<file path="config.mk">
export PLATFORM = sky130hd
export DESIGN_NAME = branch_resolve_unit
export DESIGN_NICKNAME = d
export VERILOG_FILES = /design/src/rtl/branch_resolve_unit.sv
export SDC_FILE = /design/constraint.sdc
export NUM_CORES = 1
export LEC_CHECK = 0
export CAP_MARGIN = 30
export CORE_ASPECT_RATIO = 1.25
export CORE_MARGIN = 10
export CORE_UTILIZATION = 35
export DETAILED_ROUTE_END_ITERATION = 6
export GPL_TIMING_DRIVEN = 0
export PLACE_DENSITY = 0.76
export SLEW_MARGIN = 20
export SYNTH_ARGS = -nofsm -noshare
export SYNTH_HDL_FRONTEND = slang
export SYNTH_SLANG_ARGS = --single-unit
</file>
<file path="constraint.sdc">
create_clock -name clk -period 4.19 [get_ports clk]
set_input_delay 0.419 -clock clk [delete_from_list [all_inputs] [get_ports clk]]
set_output_delay 0.419 -clock clk [all_outputs]
set_load 0.005 [all_outputs]
</file>
<file path="src/rtl/branch_resolve_unit.sv">
// Pipelined RV32I/RV64I branch resolver: condition decode, target add, mispredict flag.
// Optional BRU_STATS_EN adds saturating taken/mispredict counters on the output handshake.
module branch_resolve_unit #(
  parameter int XLEN   = 32,
  parameter int STAGES = 1
) (
  input  logic            clk,
  input  logic            rst_n,
  input  logic            in_valid,
  output logic            in_ready,
  input  logic [XLEN-1:0] in_rs1,
  input  logic [XLEN-1:0] in_rs2,
  input  logic [2:0]      in_funct3,
  input  logic [XLEN-1:0] in_pc,
  input  logic [XLEN-1:0] in_imm,
  input  logic            in_pred_taken,
  input  logic            flush,
  output logic            out_valid,
  input  logic            out_ready,
  output logic            out_taken,
  output logic [XLEN-1:0] out_target,
  output logic            out_mispredict,
  output logic            out_illegal
`ifdef BRU_STATS_EN
  ,
  input  logic            stat_clr,
  output logic [31:0]     stat_taken_cnt,
  output logic [31:0]     stat_mispredict_cnt
`endif
);

  // Illegal funct3 (010/011) falls to default and never resolves taken.
  function automatic logic f_taken(input logic [2:0] f3, input logic eq,
                                   input logic lt, input logic ltu);
    case (f3)
      3'b000:  return eq;
      3'b001:  return !eq;
      3'b100:  return lt;
      3'b101:  return !lt;
      3'b110:  return ltu;
      3'b111:  return !ltu;
      default: return 1'b0;
    endcase
  endfunction

  logic            w_eq, w_lt, w_ltu;
  logic [XLEN-1:0] w_tgt;

  assign w_eq  = (in_rs1 == in_rs2);
  assign w_lt  = ($signed(in_rs1) < $signed(in_rs2));
  assign w_ltu = (in_rs1 < in_rs2);
  assign w_tgt = in_pc + in_imm;

  generate
    if (STAGES == 1) begin : g_s1
      logic            r_vld, r_taken, r_mis, r_ill;
      logic [XLEN-1:0] r_tgt;
      logic            w_tk;

      assign w_tk     = f_taken(in_funct3, w_eq, w_lt, w_ltu);
      assign in_ready = !r_vld || out_ready;

      always_ff @(posedge clk) begin
        if (!rst_n) begin
          r_vld   <= 1'b0;
          r_taken <= 1'b0;
          r_mis   <= 1'b0;
          r_ill   <= 1'b0;
          r_tgt   <= '0;
        end else if (flush) begin
          r_vld <= 1'b0;
        end else if (in_ready) begin
          r_vld <= in_valid;
          if (in_valid) begin
            r_taken <= w_tk;
            r_tgt   <= w_tgt;
            r_mis   <= w_tk ^ in_pred_taken;
            r_ill   <= (in_funct3[2:1] == 2'b01);
          end
        end
      end

      assign out_valid      = r_vld;
      assign out_taken      = r_taken;
      assign out_target     = r_tgt;
      assign out_mispredict = r_mis;
      assign out_illegal    = r_ill;
    end else if (STAGES == 2) begin : g_s2
      logic [2:1]      r_vld_pipe;
      logic            r_eq, r_lt, r_ltu, r_pred;
      logic [2:0]      r_f3;
      logic [XLEN-1:0] r_tgt1, r_tgt2;
      logic            r_taken, r_mis, r_ill;
      logic            w_s2_ld, w_tk2;

      assign w_s2_ld  = !r_vld_pipe[2] || out_ready;
      assign in_ready = !r_vld_pipe[1] || w_s2_ld;
      assign w_tk2    = f_taken(r_f3, r_eq, r_lt, r_ltu);

      always_ff @(posedge clk) begin
        if (!rst_n) begin
          r_vld_pipe <= '0;
          r_eq       <= 1'b0;
          r_lt       <= 1'b0;
          r_ltu      <= 1'b0;
          r_pred     <= 1'b0;
          r_f3       <= '0;
          r_tgt1     <= '0;
          r_tgt2     <= '0;
          r_taken    <= 1'b0;
          r_mis      <= 1'b0;
          r_ill      <= 1'b0;
        end else if (flush) begin
          r_vld_pipe <= '0;
        end else begin
          if (w_s2_ld) begin
            r_vld_pipe[2] <= r_vld_pipe[1];
            if (r_vld_pipe[1]) begin
              r_taken <= w_tk2;
              r_tgt2  <= r_tgt1;
              r_mis   <= w_tk2 ^ r_pred;
              r_ill   <= (r_f3[2:1] == 2'b01);
            end
          end
          if (in_ready) begin
            r_vld_pipe[1] <= in_valid;
            if (in_valid) begin
              r_eq   <= w_eq;
              r_lt   <= w_lt;
              r_ltu  <= w_ltu;
              r_f3   <= in_funct3;
              r_pred <= in_pred_taken;
              r_tgt1 <= w_tgt;
            end
          end
        end
      end

      assign out_valid      = r_vld_pipe[2];
      assign out_taken      = r_taken;
      assign out_target     = r_tgt2;
      assign out_mispredict = r_mis;
      assign out_illegal    = r_ill;
    end else begin : g_bad
      $error("branch_resolve_unit: STAGES must be 1 or 2");
    end
  endgenerate

`ifdef BRU_STATS_EN
  logic [31:0] r_taken_cnt, r_mis_cnt;
  logic        w_hs;

  // A handshake coincident with flush still counts: the item was consumed.
  assign w_hs = out_valid && out_ready;

  always_ff @(posedge clk) begin
    if (!rst_n || stat_clr) begin
      r_taken_cnt <= '0;
      r_mis_cnt   <= '0;
    end else if (w_hs) begin
      if (out_taken && r_taken_cnt != '1)    r_taken_cnt <= r_taken_cnt + 32'd1;
      if (out_mispredict && r_mis_cnt != '1) r_mis_cnt   <= r_mis_cnt + 32'd1;
    end
  end

  assign stat_taken_cnt      = r_taken_cnt;
  assign stat_mispredict_cnt = r_mis_cnt;
`endif

endmodule
</file>
== Yosys cells after proc, flatten, opt, wreduce, memory -nomap -nowiden ==
Cells that the tools add are included.
Storage, ports and cells
  register bits after elaboration: 36
  word-level logic and storage cells: 27
  input port bits: 137
Cells by class
  add/subtract/negate cells: 1
  order comparisons: 2
  bitwise logic cells: 3
  reduce and logical (&&, ||, !) cells: 8
  mux-type cells: 1
  eq/ne operators: 7
Operators by type and width (number)
  $lt A32 B32 Y1: 2
  $add A32 B32 Y32: 1
  $eq A32 B32 Y1: 1
  $eq A3 B3 Y1 const B: 4
  $pmux W1 S6: 1
  $logic_not A1 Y1: 4
  $eq A3 B1 Y1 const B: 1
  $logic_not A3 Y1: 1
  $reduce_and A3 Y1: 1
  $eq A2 B1 Y1 const B: 1
  $not A1 Y1: 2
  $reduce_or A2 Y1: 1
  $logic_or A1 B1 Y1: 1
  $xor A1 B1 Y1: 1

== Longest topological paths before layout ==
  depth after elaboration: 4
  gate-level depth with buffers: 11
  gate-level depth less buffers: 11

== Least setup slack after synthesis ==
OpenSTA, ideal clock, no wires.
  path kind: input to register
  start: input in_pc[0]
  end: register g_s1.r_tgt[30], in the netlist out_target[30]
  path buffers: 0
  slack: 1.799 ns
  data required time: 4.054 ns
  arrival time: 2.255 ns
  stages: 11
  path through: ha_1 > inv_1 > fa_1 > nand2b_1 > a21oi_1 > o21ai_1 > nand2_2 > a31oi_4 > o311ai_4 > o31a_1 > o211ai_1
Between the ends
  longest elaborated chain between the ends: 1
RTL lines
  start: declaration: line 14  | input logic [XLEN-1:0] in_pc,
  $add A32 B32 Y32: line 52  | assign w_tgt = in_pc + in_imm;
  end signal: assignment: line 76  | r_tgt <= w_tgt;
  end: declaration: line 57  | logic [XLEN-1:0] r_tgt;
Every way passes these cells.
A chain may end at the register's enable or synchronous reset.

== Final worst setup path ==
  start: input in_pc[0]
  end: register g_s1.r_tgt[12], in the netlist out_target[12]
The elaborated chain is that of the path after synthesis.

==> results.sh <==
export IMPL_status="finished, final reports clean"
export IMPL_path_clk_slew_ns=0.06
export IMPL_first_pass_iters=4
export IMPL_muxShareOfSynthArea_pct=0
export IMPL_hp_start="out_target[14]"
export IMPL_netlist_area_sq_mm=0.00384
export IMPL_cts_tree="yes"
export IMPL_synth_fa_ha_area_share_pct=21.0
export IMPL_grt_ovfl_total=0
export IMPL_hold_end="out_target[14]"
export IMPL_ff2ff_path_depth=5
export IMPL_drv_cap=0
export IMPL_area_growth_pct=53.4
export IMPL_drive_gt1_share_pct=4.58
export IMPL_synth_net_count=698
export IMPL_ctsHtreeMaxLevel=2
export IMPL_worst_path_max_delay_cell="clkdlybuf4s50_1"
export IMPL_max_freq_ghz=0.336
export IMPL_synth_seq_cells=36
export IMPL_relSlewSlack_pct=48.2
export IMPL_synth_simple_gate_area_share_pct=21.8
export IMPL_synth_compound_area_share_pct=28.5
export IMPL_hold_path_class="flip-flop to flip-flop"
export IMPL_setup_viol_count_final=0
export IMPL_synthXorXnorAreaFrac_pct=4.10
export IMPL_r2r_slack_ns=2.09
export IMPL_initial_core_util_pct=36.0
export IMPL_drc=0
export IMPL_antenna_found_initial=0
export IMPL_critPathTopFamily="compound AO/OA/AOI/OAI gates"
export IMPL_synth_top_family_by_area="compound AO/OA/AOI/OAI gates"
export IMPL_path_max_fanout=3
export IMPL_place_gp_congestion=0.880
export IMPL_rows=42
export IMPL_crit_path_max_incr_delay_ns=0.46
export IMPL_tns_ns=0
export IMPL_synth_avg_cell_area_sq_um=7.73
export IMPL_worstPathArrival_ns=3.17
export IMPL_crit_type="input port to flip-flop"
export IMPL_async_flop_share_pct=0
export IMPL_io_buffers=173
export IMPL_cts_sinks=36
export IMPL_whs_path_depth=2
export IMPL_grt_pass1_wl_um=21500
export IMPL_wl_per_cell_um=16.9
export IMPL_die_y_um=137
export IMPL_clkLatencyLatePin_ns=0.27
export IMPL_p_leak_nw=2.46
export IMPL_timing_rr_start="out_valid"
export IMPL_final_cell_mix="clkdlybuf4s50_1 (173), ha_1 (63), nand2_1 (56), a21oi_1 (49), inv_1 (47)"
export IMPL_cp_cell_sequence="clkdlybuf4s50_1, ha_1, inv_1, fa_1, nand2b_1, a21oi_1, o21ai_1, a21boi_0, o21a_1, nor3_1, nand3b_1, a21oi_1"
export IMPL_fin_nets=878
export IMPL_ir_drop_mv=0.193
export IMPL_hpwl_um=11800
export IMPL_root_buffer="clkbuf_16"
export IMPL_yosys_warnings=0
export IMPL_track_usage_pct=16.6
export IMPL_antenna_cells=0
export IMPL_synth_edf_count=0
export IMPL_cts_hold_buf=0
export IMPL_dieArea_sq_mm=0.0156
export IMPL_yosys_cell_types_count=65
export IMPL_post_cts_buffers=0
export IMPL_grt_pass1_vias=4486
export IMPL_cts_buffers=5
export IMPL_ant_nets=0
export IMPL_final_fill_count=1023
export IMPL_clk_path_buf_depth=2
export IMPL_ys_seq_area_share_pct=18.8
export IMPL_finalCritPeriodShare_pct=70.9
export IMPL_p_total_mw=1.36
export IMPL_cpMostUsedCell="a21oi_1"
export IMPL_vias=4254
export IMPL_dieWidth_um=114
export IMPL_io_pin_count=174
export IMPL_critPathCaptureType="flip-flop"
export IMPL_wl_um=13700
export IMPL_syn_inst=497
export IMPL_power_density_mw_per_mm2=232
export IMPL_critPathBufInv=2
export IMPL_grt_max_degree=11
export IMPL_drv_slew=0
export IMPL_worst_pin_slew_ns=0.775
export IMPL_min_period_ns=2.97
export IMPL_skew_ns=0.00173
export IMPL_startpoint_type="input port"
export IMPL_layout_commonest_cell="clkdlybuf4s50_1"
export IMPL_drt_iter0_drc=194
export IMPL_regToRegEndpoint="out_target[16]"
export IMPL_synthFlopType="dfxtp_1"
export IMPL_hold_viol_final=0
export IMPL_core_area_sq_mm=0.0107
export IMPL_critPathRequiredTime_ns=4.39
export IMPL_rsz0062_at_grt="no"
export IMPL_vias_per_cell=5.26
export IMPL_cts_resized=0
-- sequential cells by signal, summed over array words and instances, names as in the netlist --
register / count
out_illegal: 1
out_mispredict: 1
out_taken: 1
out_target: 32
out_valid: 1
-- where the power goes --
group	switching, mW	internal, mW
clock network	0.141	0.250
logic	0.273	0.320
registers	0.0135	0.368
total	0.427	0.937
-- cells in the mapped netlist, drive strengths merged, types with 2 or more instances --
library cell	n	share of area, %
or3	3	0.49
a21oi	53	7.5
a21o	10	2.0
o31a	3	0.68
nand2b	3	0.49
a31o	2	0.46
o211ai	9	1.8
a31oi	2	1.1
a21boi	4	0.88
nor3	12	1.6
xor2	4	0.91
xnor2	14	3.2
nand3b	6	1.2
nor2b	4	0.65
a211o	2	0.46
and4	2	0.46
and3	6	1.0
o31ai	4	1.1
nand3	22	2.9
dfxtp	36	19
nor4	3	0.88
ha	63	21
o21ai	33	4.4
nand4	13	2.3
nor2	24	2.4
nand4b	3	0.68
inv	48	4.7
a211oi	7	1.6
nand2	57	5.6
and2	2	0.33
o21bai	7	1.7
o21a	7	1.4
clkbuf	10	0.98
o311ai	2	0.91
a22oi	2	0.39
or2	2	0.33
a221oi	3	0.85
-- area by class of cell --
cell class	instances	area (sq um)	share of cell area [%]
sequential	36	721	12.2
tap	132	165	2.80
buffer	10	37.5	0.637
multi-input combinational	402	2900	49.2
clock buffer	7	153	2.59
timing repair buffer	173	1730	29.4
inverter	49	184	3.12
-- cell families after synthesis --
group | count (synthesis)
AO/OA/AOI/OAI | 155
AND/OR/NAND/NOR | 165
flip-flops | 36
adder cells (fa/ha/maj) | 64
buffers and inverters | 59
XOR/XNOR | 18
-- per-layer routing --
layer,track usage [%],share of wire [%]
met1,17.6,39
met2,31.7,54
met3,3.42,4.7
met4,5.37,3.1
met5,0,0
-- worst max path at each step --
stage	from	end	slack (ns)	cells after the start
2_1_floorplan	in_pc[0]	out_target[30]	1.80	11
3_3_place_gp	in_pc[0]	out_target[14]	1.04	12
3_5_place_dp	in_imm[0]	out_target[30]	0.98	12
4_1_cts	in_pc[0]	out_target[12]	1.26	12
5_1_grt	in_imm[0]	out_target[14]	0.97	12
6_report	in_pc[0]	out_target[12]	1.22	12
-- stage by stage --
step | util [%] | instance area [sq um] | hold slack [ns] | setup WS (ns) | instances
after floorplan | - | 3840 | 0.448 | 1.80 | 497
after global placement | 53.8 | 5740 | 0.440 | 1.04 | 802
after detailed placement | 53.8 | 5740 | 0.447 | 0.977 | 802
after CTS | 55.2 | 5890 | 0.455 | 1.26 | 809
after global routing | 55.2 | 5890 | 0.478 | 0.969 | 809
final | 55.2 | 5890 | 0.454 | 1.22 | 809
-- tightest hold or removal path, delay by kind of cell (launching register included) --
family             cells  cell delay (ns)
DFF                    1             0.30
AOI/OAI and AO/OA      1             0.05
and+or+nand+nor        1             0.05
(Power assumes the default switching activity.)
